## config.mk

```make
export PLATFORM = sky130hd
export DESIGN_NAME = slug_exec_primitives
export DESIGN_NICKNAME = d
export VERILOG_FILES = /design/src/rtl/slug_exec_primitives.sv
export SDC_FILE = /design/constraint.sdc
export NUM_CORES = 1
export LEC_CHECK = 0
export CORE_MARGIN = 5
export CORE_UTILIZATION = 44
export DETAILED_ROUTE_END_ITERATION = 10
export PLACE_DENSITY_LB_ADDON = 0.2
export SYNTH_ARGS = -nofsm -noshare
export SYNTH_HDL_FRONTEND = slang
export SYNTH_SLANG_ARGS = --single-unit
```

## constraint.sdc

```tcl
create_clock -name clk -period 3.7 [get_ports clk]
set_input_delay 0.74 -clock clk [delete_from_list [all_inputs] [get_ports clk]]
set_output_delay 0.74 -clock clk [all_outputs]
set_load 0.03 [all_outputs]
```

## src/rtl/slug_exec_primitives.sv

```systemverilog
// Shared execution primitives of the 4-bit slug CPU: loadable up-counter,
// binary-to-one-hot decoder and a 74181-style ALU with active-high data.
module slug_exec_primitives #(
    parameter int CNT_WIDTH = 16,
    parameter int DEC_WIDTH = 3
) (
    input  logic                        clk,
    input  logic                        rst,
    input  logic                        cnt_ld,
    input  logic                        cnt_inc,
    input  logic [CNT_WIDTH-1:0]        cnt_x,
    output logic [CNT_WIDTH-1:0]        cnt_y,
    input  logic [DEC_WIDTH-1:0]        dec_x,
    output logic [(2**DEC_WIDTH)-1:0]   dec_y,
    input  logic [3:0]                  alu_s,
    input  logic                        alu_m,
    input  logic                        alu_crin,
    input  logic [3:0]                  alu_a,
    input  logic [3:0]                  alu_b,
    output logic [3:0]                  alu_f,
    output logic                        alu_crout,
    output logic                        alu_zero
);

    localparam int DEC_OUT = 2**DEC_WIDTH;
    localparam logic [CNT_WIDTH-1:0] CNT_ONE = CNT_WIDTH'(1);

    function automatic logic is_zero4(input logic [3:0] v);
        return ~|v;
    endfunction

    logic [CNT_WIDTH-1:0] cnt_r;
    logic [DEC_OUT-1:0]   dec_s;
    logic [3:0]           p_s;
    logic [3:0]           q_s;
    logic [4:0]           sum_s;
    logic [3:0]           logic_f_s;
    logic [3:0]           f_s;
    logic                 crout_s;

    // Counter register: load has priority over increment; wraps silently.
    always_ff @(posedge clk or negedge rst) begin
        if (!rst) begin
            cnt_r <= '0;
        end else if (cnt_ld) begin
            cnt_r <= cnt_x;
        end else if (cnt_inc) begin
            cnt_r <= cnt_r + CNT_ONE;
        end else begin
            cnt_r <= cnt_r;
        end
    end

    assign cnt_y = cnt_r;

    // One-hot decode of the binary select.
    always_comb begin
        dec_s        = '0;
        dec_s[dec_x] = 1'b1;
    end

    assign dec_y = dec_s;

    // Arithmetic operand selection: result is P + Q + carry-in.
    always_comb begin
        p_s = alu_a;
        q_s = 4'b0000;
        case (alu_s)
            4'd0:    begin p_s = alu_a;            q_s = 4'b0000;        end
            4'd1:    begin p_s = alu_a | alu_b;    q_s = 4'b0000;        end
            4'd2:    begin p_s = alu_a | ~alu_b;   q_s = 4'b0000;        end
            4'd3:    begin p_s = 4'b0000;          q_s = 4'b1111;        end
            4'd4:    begin p_s = alu_a;            q_s = alu_a & ~alu_b; end
            4'd5:    begin p_s = alu_a | alu_b;    q_s = alu_a & ~alu_b; end
            4'd6:    begin p_s = alu_a;            q_s = ~alu_b;         end
            4'd7:    begin p_s = alu_a & ~alu_b;   q_s = 4'b1111;        end
            4'd8:    begin p_s = alu_a;            q_s = alu_a & alu_b;  end
            4'd9:    begin p_s = alu_a;            q_s = alu_b;          end
            4'd10:   begin p_s = alu_a | ~alu_b;   q_s = alu_a & alu_b;  end
            4'd11:   begin p_s = alu_a & alu_b;    q_s = 4'b1111;        end
            4'd12:   begin p_s = alu_a;            q_s = alu_a;          end
            4'd13:   begin p_s = alu_a | alu_b;    q_s = alu_a;          end
            4'd14:   begin p_s = alu_a | ~alu_b;   q_s = alu_a;          end
            4'd15:   begin p_s = alu_a;            q_s = 4'b1111;        end
            default: begin p_s = 4'b0000;          q_s = 4'b0000;        end
        endcase
        sum_s = {1'b0, p_s} + {1'b0, q_s} + {4'b0000, alu_crin};
    end

    // Logic-mode function table.
    always_comb begin
        logic_f_s = 4'b0000;
        case (alu_s)
            4'd0:    logic_f_s = ~alu_a;
            4'd1:    logic_f_s = ~(alu_a | alu_b);
            4'd2:    logic_f_s = ~alu_a & alu_b;
            4'd3:    logic_f_s = 4'b0000;
            4'd4:    logic_f_s = ~(alu_a & alu_b);
            4'd5:    logic_f_s = ~alu_b;
            4'd6:    logic_f_s = alu_a ^ alu_b;
            4'd7:    logic_f_s = alu_a & ~alu_b;
            4'd8:    logic_f_s = ~alu_a | alu_b;
            4'd9:    logic_f_s = ~(alu_a ^ alu_b);
            4'd10:   logic_f_s = alu_b;
            4'd11:   logic_f_s = alu_a & alu_b;
            4'd12:   logic_f_s = 4'b1111;
            4'd13:   logic_f_s = alu_a | ~alu_b;
            4'd14:   logic_f_s = alu_a | alu_b;
            4'd15:   logic_f_s = alu_a;
            default: logic_f_s = 4'b0000;
        endcase
    end

    // Mode mux; logic mode never produces a carry.
    always_comb begin
        f_s     = 4'b0000;
        crout_s = 1'b0;
        if (alu_m) begin
            f_s     = logic_f_s;
            crout_s = 1'b0;
        end else begin
            f_s     = sum_s[3:0];
            crout_s = sum_s[4];
        end
    end

    assign alu_f     = f_s;
    assign alu_crout = crout_s;
    assign alu_zero  = is_zero4(f_s);

endmodule

```

### Word level (Yosys, flattened, before mapping)

Index checks and enable logic that the tools add are counted.

| word-level totals | value |
|---|---|
| input port bits | 37 |
| bits in writable memories | 0 |
| register bits after elaboration | 16 |
| memories kept | 0 |
| output and inout bits | 30 |
| latch bits | 0 |
| ROM bits | 0 |

| operators by class | value |
|---|---|
| reduce and logical (&&, ||, !) cells | 13 |
| shift operators | 0 |
| equal/unequal tests | 15 |
| bitwise gates (word level) | 12 |
| $lt $le $gt $ge | 2 |
| multiply operators | 0 |
| div/mod/pow operators | 0 |
| add/subtract/negate cells | 3 |
| mux-type cells | 9 |

Operators by type and width:

| operator | count |
|---|---|
| case mux 4 bit (16 select lines) | 1 |
| == test 4 bit (second input constant) | 8 |
| 2-to-1 mux 16 bit | 2 |
| case mux 4 bit (7 select lines) | 1 |
| case mux 4 bit (6 select lines) | 1 |
| NOT 4 bit | 5 |
| adder 16 x 1 -> 16 bit (second input constant) | 1 |
| == test 4 x 3 -> 1 bit (second input constant) | 4 |
| bitwise AND 4 bit | 3 |
| bitwise OR 4 bit | 3 |
| OR reduction 3 bit | 4 |
| == test 4 x 2 -> 1 bit (second input constant) | 2 |
| OR reduction 4 bit | 2 |
| OR reduction 7 bit | 1 |
| adder 4 x 4 -> 5 bit | 1 |
| adder 5 x 1 -> 5 bit | 1 |
| == test 4 x 1 -> 1 bit (second input constant) | 1 |
| zero test 4 bit | 1 |
| < comparator 3 x 4 -> 1 bit (second input constant) | 1 |
| 2-to-1 mux 4 bit | 1 |
| OR reduction 2 bit | 2 |
| bitwise XOR 4 bit | 1 |
| demux 1 bit (select 3 bit) | 1 |
| >= comparator 3 x 1 -> 1 bit (second input constant) | 1 |
| other kinds (4) | 5 |

### Longest topological paths before layout

Gate-level depths: netlist of run 1.

| logic depth | value |
|---|---|
| depth in word-level cells | 8 |
| depth in mapped cells | 14 |
| gate-level depth less buffers | 13 |

### Worst setup path after synthesis of run 1

OpenSTA, ideal clock, no wires.

| timing | value |
|---|---|
| path kind | input to output |
| start | in alu_s[0] |
| end | out alu_zero |
| setup slack | -828 ps |
| stages on the path | 13 |
| arrival time | 3788 ps |
| path buffers | 3 |
| data required time | 2960 ps |
| path through | buf_6 > buf_6 > buf_2 > o21ai_0 > a22oi_1 > a21oi_1 > o311ai_0 > fa_1 > fa_1 > xor2_1 > o21ai_0 > a31oi_1 > nor4_2 |

| between the ends | value |
|---|---|
| longest elaborated chain between the ends | 8 |
| elaborated cells on any way between the ends | 32 |
| those cells by class | add/sub: 2; eq/ne: 15; mux: 4; reduce/logical: 11 |

Ends and longest elaborated chain:

| what | RTL line | RTL |
|---|---|---|
| from (decl) | 15 | `input logic [3:0] alu_s,` |
| == test 4 bit (tied with other cells) | 68, 93 |  |
| OR reduction 7 bit (no source line) (tied with other cells) | - |  |
| case mux 4 bit (6 select lines) / case mux 4 bit (7 select lines) (equally long branches) | 68 | `case (alu_s)` |
| adder 4 x 4 -> 5 bit | 87 | `sum_s = {1'b0, p_s} + {1'b0, q_s} + {4'b0000, alu_crin};` |
| adder 5 x 1 -> 5 bit | 87 |  |
| 2-to-1 mux 4 bit * | 118 | `if (alu_m) begin` |
| via alu_f[2] | 20 | `output logic [3:0] alu_f,` |
| OR reduction 4 bit * | 29 | `return ~\|v;` |
| zero test 1 bit * | 29 |  |
| to (decl) | 22 | `output logic alu_zero` |

The timed path passes the listed nets; every way through them passes the cells marked *.

### Worst setup path in the final report of run 1

| timing | value |
|---|---|
| start | in alu_s[3] |
| end | out alu_zero |

| between the ends | value |
|---|---|
| longest elaborated chain between the ends | 8 |
| elaborated cells on any way between the ends | 32 |
| those cells by class | add/sub: 2; eq/ne: 15; mux: 4; reduce/logical: 11 |

Ends and longest elaborated chain:

| what | RTL line |
|---|---|
| == test 4 bit (tied with other cells) | 68, 93 |
| OR reduction 7 bit (no source line) (tied with other cells) | - |
| case mux 4 bit (6 select lines) / case mux 4 bit (7 select lines) (equally long branches) | 68 |
| adder 4 x 4 -> 5 bit | 87 |
| adder 5 x 1 -> 5 bit | 87 |
| 2-to-1 mux 4 bit * | 118 |
| OR reduction 4 bit * | 29 |
| zero test 1 bit * | 29 |

Every way passes the cells marked *; elsewhere a longest branch is shown, timed or not.

==> results of run 1 <==
-- power by group --
part	switching (uW)	leakage [uW]	internal, uW
clock network	56.5	0.0000216	72.2
registers	20.3	0.000194	193
logic	274	0.00137	262
-- worst min-delay path, stage by stage (launching register included) --
cell     delay, ps
dfrtp_1        360
xnor2_1        110
o21ai_0         60
-- placed cells by master, fill, tap and decap left out, types with 4 or more instances in the layout --
master,count
a21oi_2,6
o21ai_2,4
nor2b_1,5
nand2_1,39
buf_4,69
dfrtp_1,16
xor2_1,10
nor3_1,12
o21ai_1,4
inv_1,11
a21o_1,4
buf_2,4
ha_4,4
nor2_1,15
buf_6,14
clkdlybuf4s50_1,48
nand3_1,10
o21ai_0,26
nand4_1,7
xnor2_1,6
dlygate4sd2_1,4
mux2i_1,5
a21oi_1,12
ha_1,15
-- per-stage QoR --
step,hold WS [ps],setup TNS [ps]
3_3_place_gp,565,-3320
2_1_floorplan,444,-280
3_5_place_dp,574,-3690
5_1_grt,603,-375
6_report,578,-152
4_1_cts,582,-255
-- area by class of cell --
class / count / area, sq um
inverters: 14 / 57.6
well taps: 70 / 87.6
multi-input cells: 252 / 1890
flip-flops and latches: 16 / 400
clock buffers: 3 / 41.3
repair buffers: 141 / 1250
fillers: 399 / 1350
-- path summary, 6_finish.rpt --
path / end / startpoint / cells after the start
max reg2reg: cnt_y[13] / cnt_y[0] / 6
max in group asynchronous: cnt_y[13] / rst / 1
max: alu_zero / alu_s[3] / 14
min reg2reg: cnt_y[15] / cnt_y[15] / 2
min in group asynchronous: cnt_y[7] / rst / 1
min: cnt_y[15] / cnt_y[15] / 2
-- synthesized netlist by cell type, types with 4 or more instances --
cell type,instances,area share [%]
nor2b_1,7,1.9
nand3_1,10,2.2
o21ai_0,33,7.2
buf_6,4,2.0
nand4_1,7,1.9
a21o_1,4,1.3
xor2_1,11,4.2
ha_1,20,11
buf_2,7,1.5
nor3_1,12,2.6
nand2_1,39,6.4
inv_1,14,2.3
o311ai_0,4,1.5
a22oi_1,4,1.3
buf_4,4,1.3
mux2i_1,6,2.6
xnor2_1,6,2.3
clkbuf_1,6,0.98
nor2_1,17,2.8
dfrtp_1,16,17
a21oi_1,18,3.9
-- cells by family (layout without fill, tap and decap cells) --
| group | after synthesis | count (layout) |
|---|---|---|
| adders and majority gates | 22 | 22 |
| buffers and inverters | 36 | 158 |
| and+or+nand+nor | 111 | 111 |
| AOI/OAI and AO/OA | 96 | 96 |
| DFF | 16 | 16 |
| muxes | 6 | 6 |
| xor gates and xnor gates | 17 | 17 |
-- repair_timing --
item / in CTS / in global routing
endpoints found under the setup margin: 6 / 4
resized for setup: 83 / 14
hold buffers: 0 / 0
buffers inserted: 7 / 3
pin swaps: 19 / 5
-- metal layers --
metal | wire (microns) | up-vias | share of wire [%]
met2 | 3740 | 112 | 49
met4 | 208 | 0 | 2.7
li1 | - | 1351 | -
met1 | 3110 | 1300 | 41
met3 | 507 | 25 | 6.7
met5 | 0 | - | 0
==> results.cfg, run 1 <==
[outcome]
status = finished with violations
violations = setup timing

[yosys]
synthMuxAreaShare_pct = 2.62
synth_cells = 304
netlist-cell-type-count = 56
ys_warn_count = 0
yosys.area_share.adder_pct = 12.7
synth_edf_count = 0
synth_area_sq_mm = 0.00229
synth_simple_gate_area_share_pct = 25.1
synthXorXnorAreaFrac_pct = 6.50
ys_seq_elements = 16
synth_nets = 363
synth_top_family_by_area = compound AO/OA/AOI/OAI gates
synth_compound_area_share_pct = 27.0
syn_avg_cell_area_sq_um = 7.54
ys.flop_type = dfrtp_1
synth_seq_area_share_pct = 17.5
ys_async_sr_fraction_pct = 100

[critical_path]
slowest_delay_ps = 330
arrival_ps = 3100
path_cells = buf_12 > nor2b_4 > buf_6 > a32oi_1 > o21ai_1 > a221o_1 > ha_1 > a21o_1 > a21oi_2 > xnor2_1 > o21ai_1 > o21ba_4 > nor4_4 > buf_6
path_buf_inv = 3
timing.critical_path.from_type = input port
crit_slowest_cell = a221o_1
rrSetupSlack_ps = 2110
cp.required_ps = 2960
critPathTopFamily = compound AO/OA/AOI/OAI gates
end_kind = primary output
path_max_fanout = 6
crit_type = in2out

[grt]
busiest_layer = met2
grt_overflow = 0
grt_max_degree = 33
grt_usage_pct = 23.7
antenna_found_initial = 0
use_met3_pct = 3.15
grt_pass1_vias = 2797
grt_use_met1_pct = 29.3
grt_use_met2_pct = 41.8
grt_pass1_wl_microns = 12700

[floorplanning]
fp-row-count = 26
die_w_microns = 82.2
ios = 67
die_y_microns = 82.2
core-area_sq_mm = 0.00507
start_util_pct = 45.2
fp.dieArea_sq_mm = 0.00675

[drt]
vias = 2788
via_per_inst = 5.62
drc_errors = 0
first_pass_iters = 4
wl_per_cell_microns = 15.3
antenna_left = 0
drtIter0Drc = 229
wl_microns = 7570

[power_and_ir_drop]
power_leakage_uw = 0.00158
peakVddDrop_v = 0.000159
total_power_uw = 878
power.density_mw_per_mm2 = 235

[timing]
report.final.hold_viol_count = 0
period_share_pct = 104
report.final.setup_viol = 2
finalClockSkew_ps = 0.635
slew_violations = 0
rsz0062_at_grt = yes
period_minus_slack_ps = 3840
tightestPinTransition_ps = 918
slew_headroom_pct = 38.6
fmax_mhz = 260
setup_ws_ps = -143

[place]
hpwlAfterDp_microns = 5930
port_buffers = 66
dp_slack_ps = -835
place_inst = 483
gp_congestion = 0.960
placed_cell_area_sq_mm = 0.00344

[finish]
final_cell_area_sq_mm = 0.00373
finalNetCount = 487
final_core_util_pct = 73.5
diodes = 0
drive_gt1_share_pct = 31.0
largest_reg_flops = 16
fin_cells = 496
syn2layout_area_growth_pct = 62.7

[clocking]
insertion_delay_ps = 250
cts-buffers-inserted = 3
clk_pin_slew_ps = 60
root_buffer = clkbuf_8
cts_tree = done
cts_buffer_depth = 2
numClockSinks = 16
h-tree-depth = 1

[flow_run]
cap_violations = 0

[min_path]
hold_class = reg2reg
No activity file was read; power rests on OpenSTA's default activity.
==> run 2: changes to the inputs <==
--- a/config.mk
+++ b/config.mk
@@ -9,6 +9,7 @@
 export CORE_UTILIZATION = 44
 export DETAILED_ROUTE_END_ITERATION = 10
 export PLACE_DENSITY_LB_ADDON = 0.2
+export SLEW_MARGIN = 20
 export SYNTH_ARGS = -nofsm -noshare
 export SYNTH_HDL_FRONTEND = slang
 export SYNTH_SLANG_ARGS = --single-unit
==> results of run 2 <==
Final layout, timing and power as in run 1 (identical DEF).
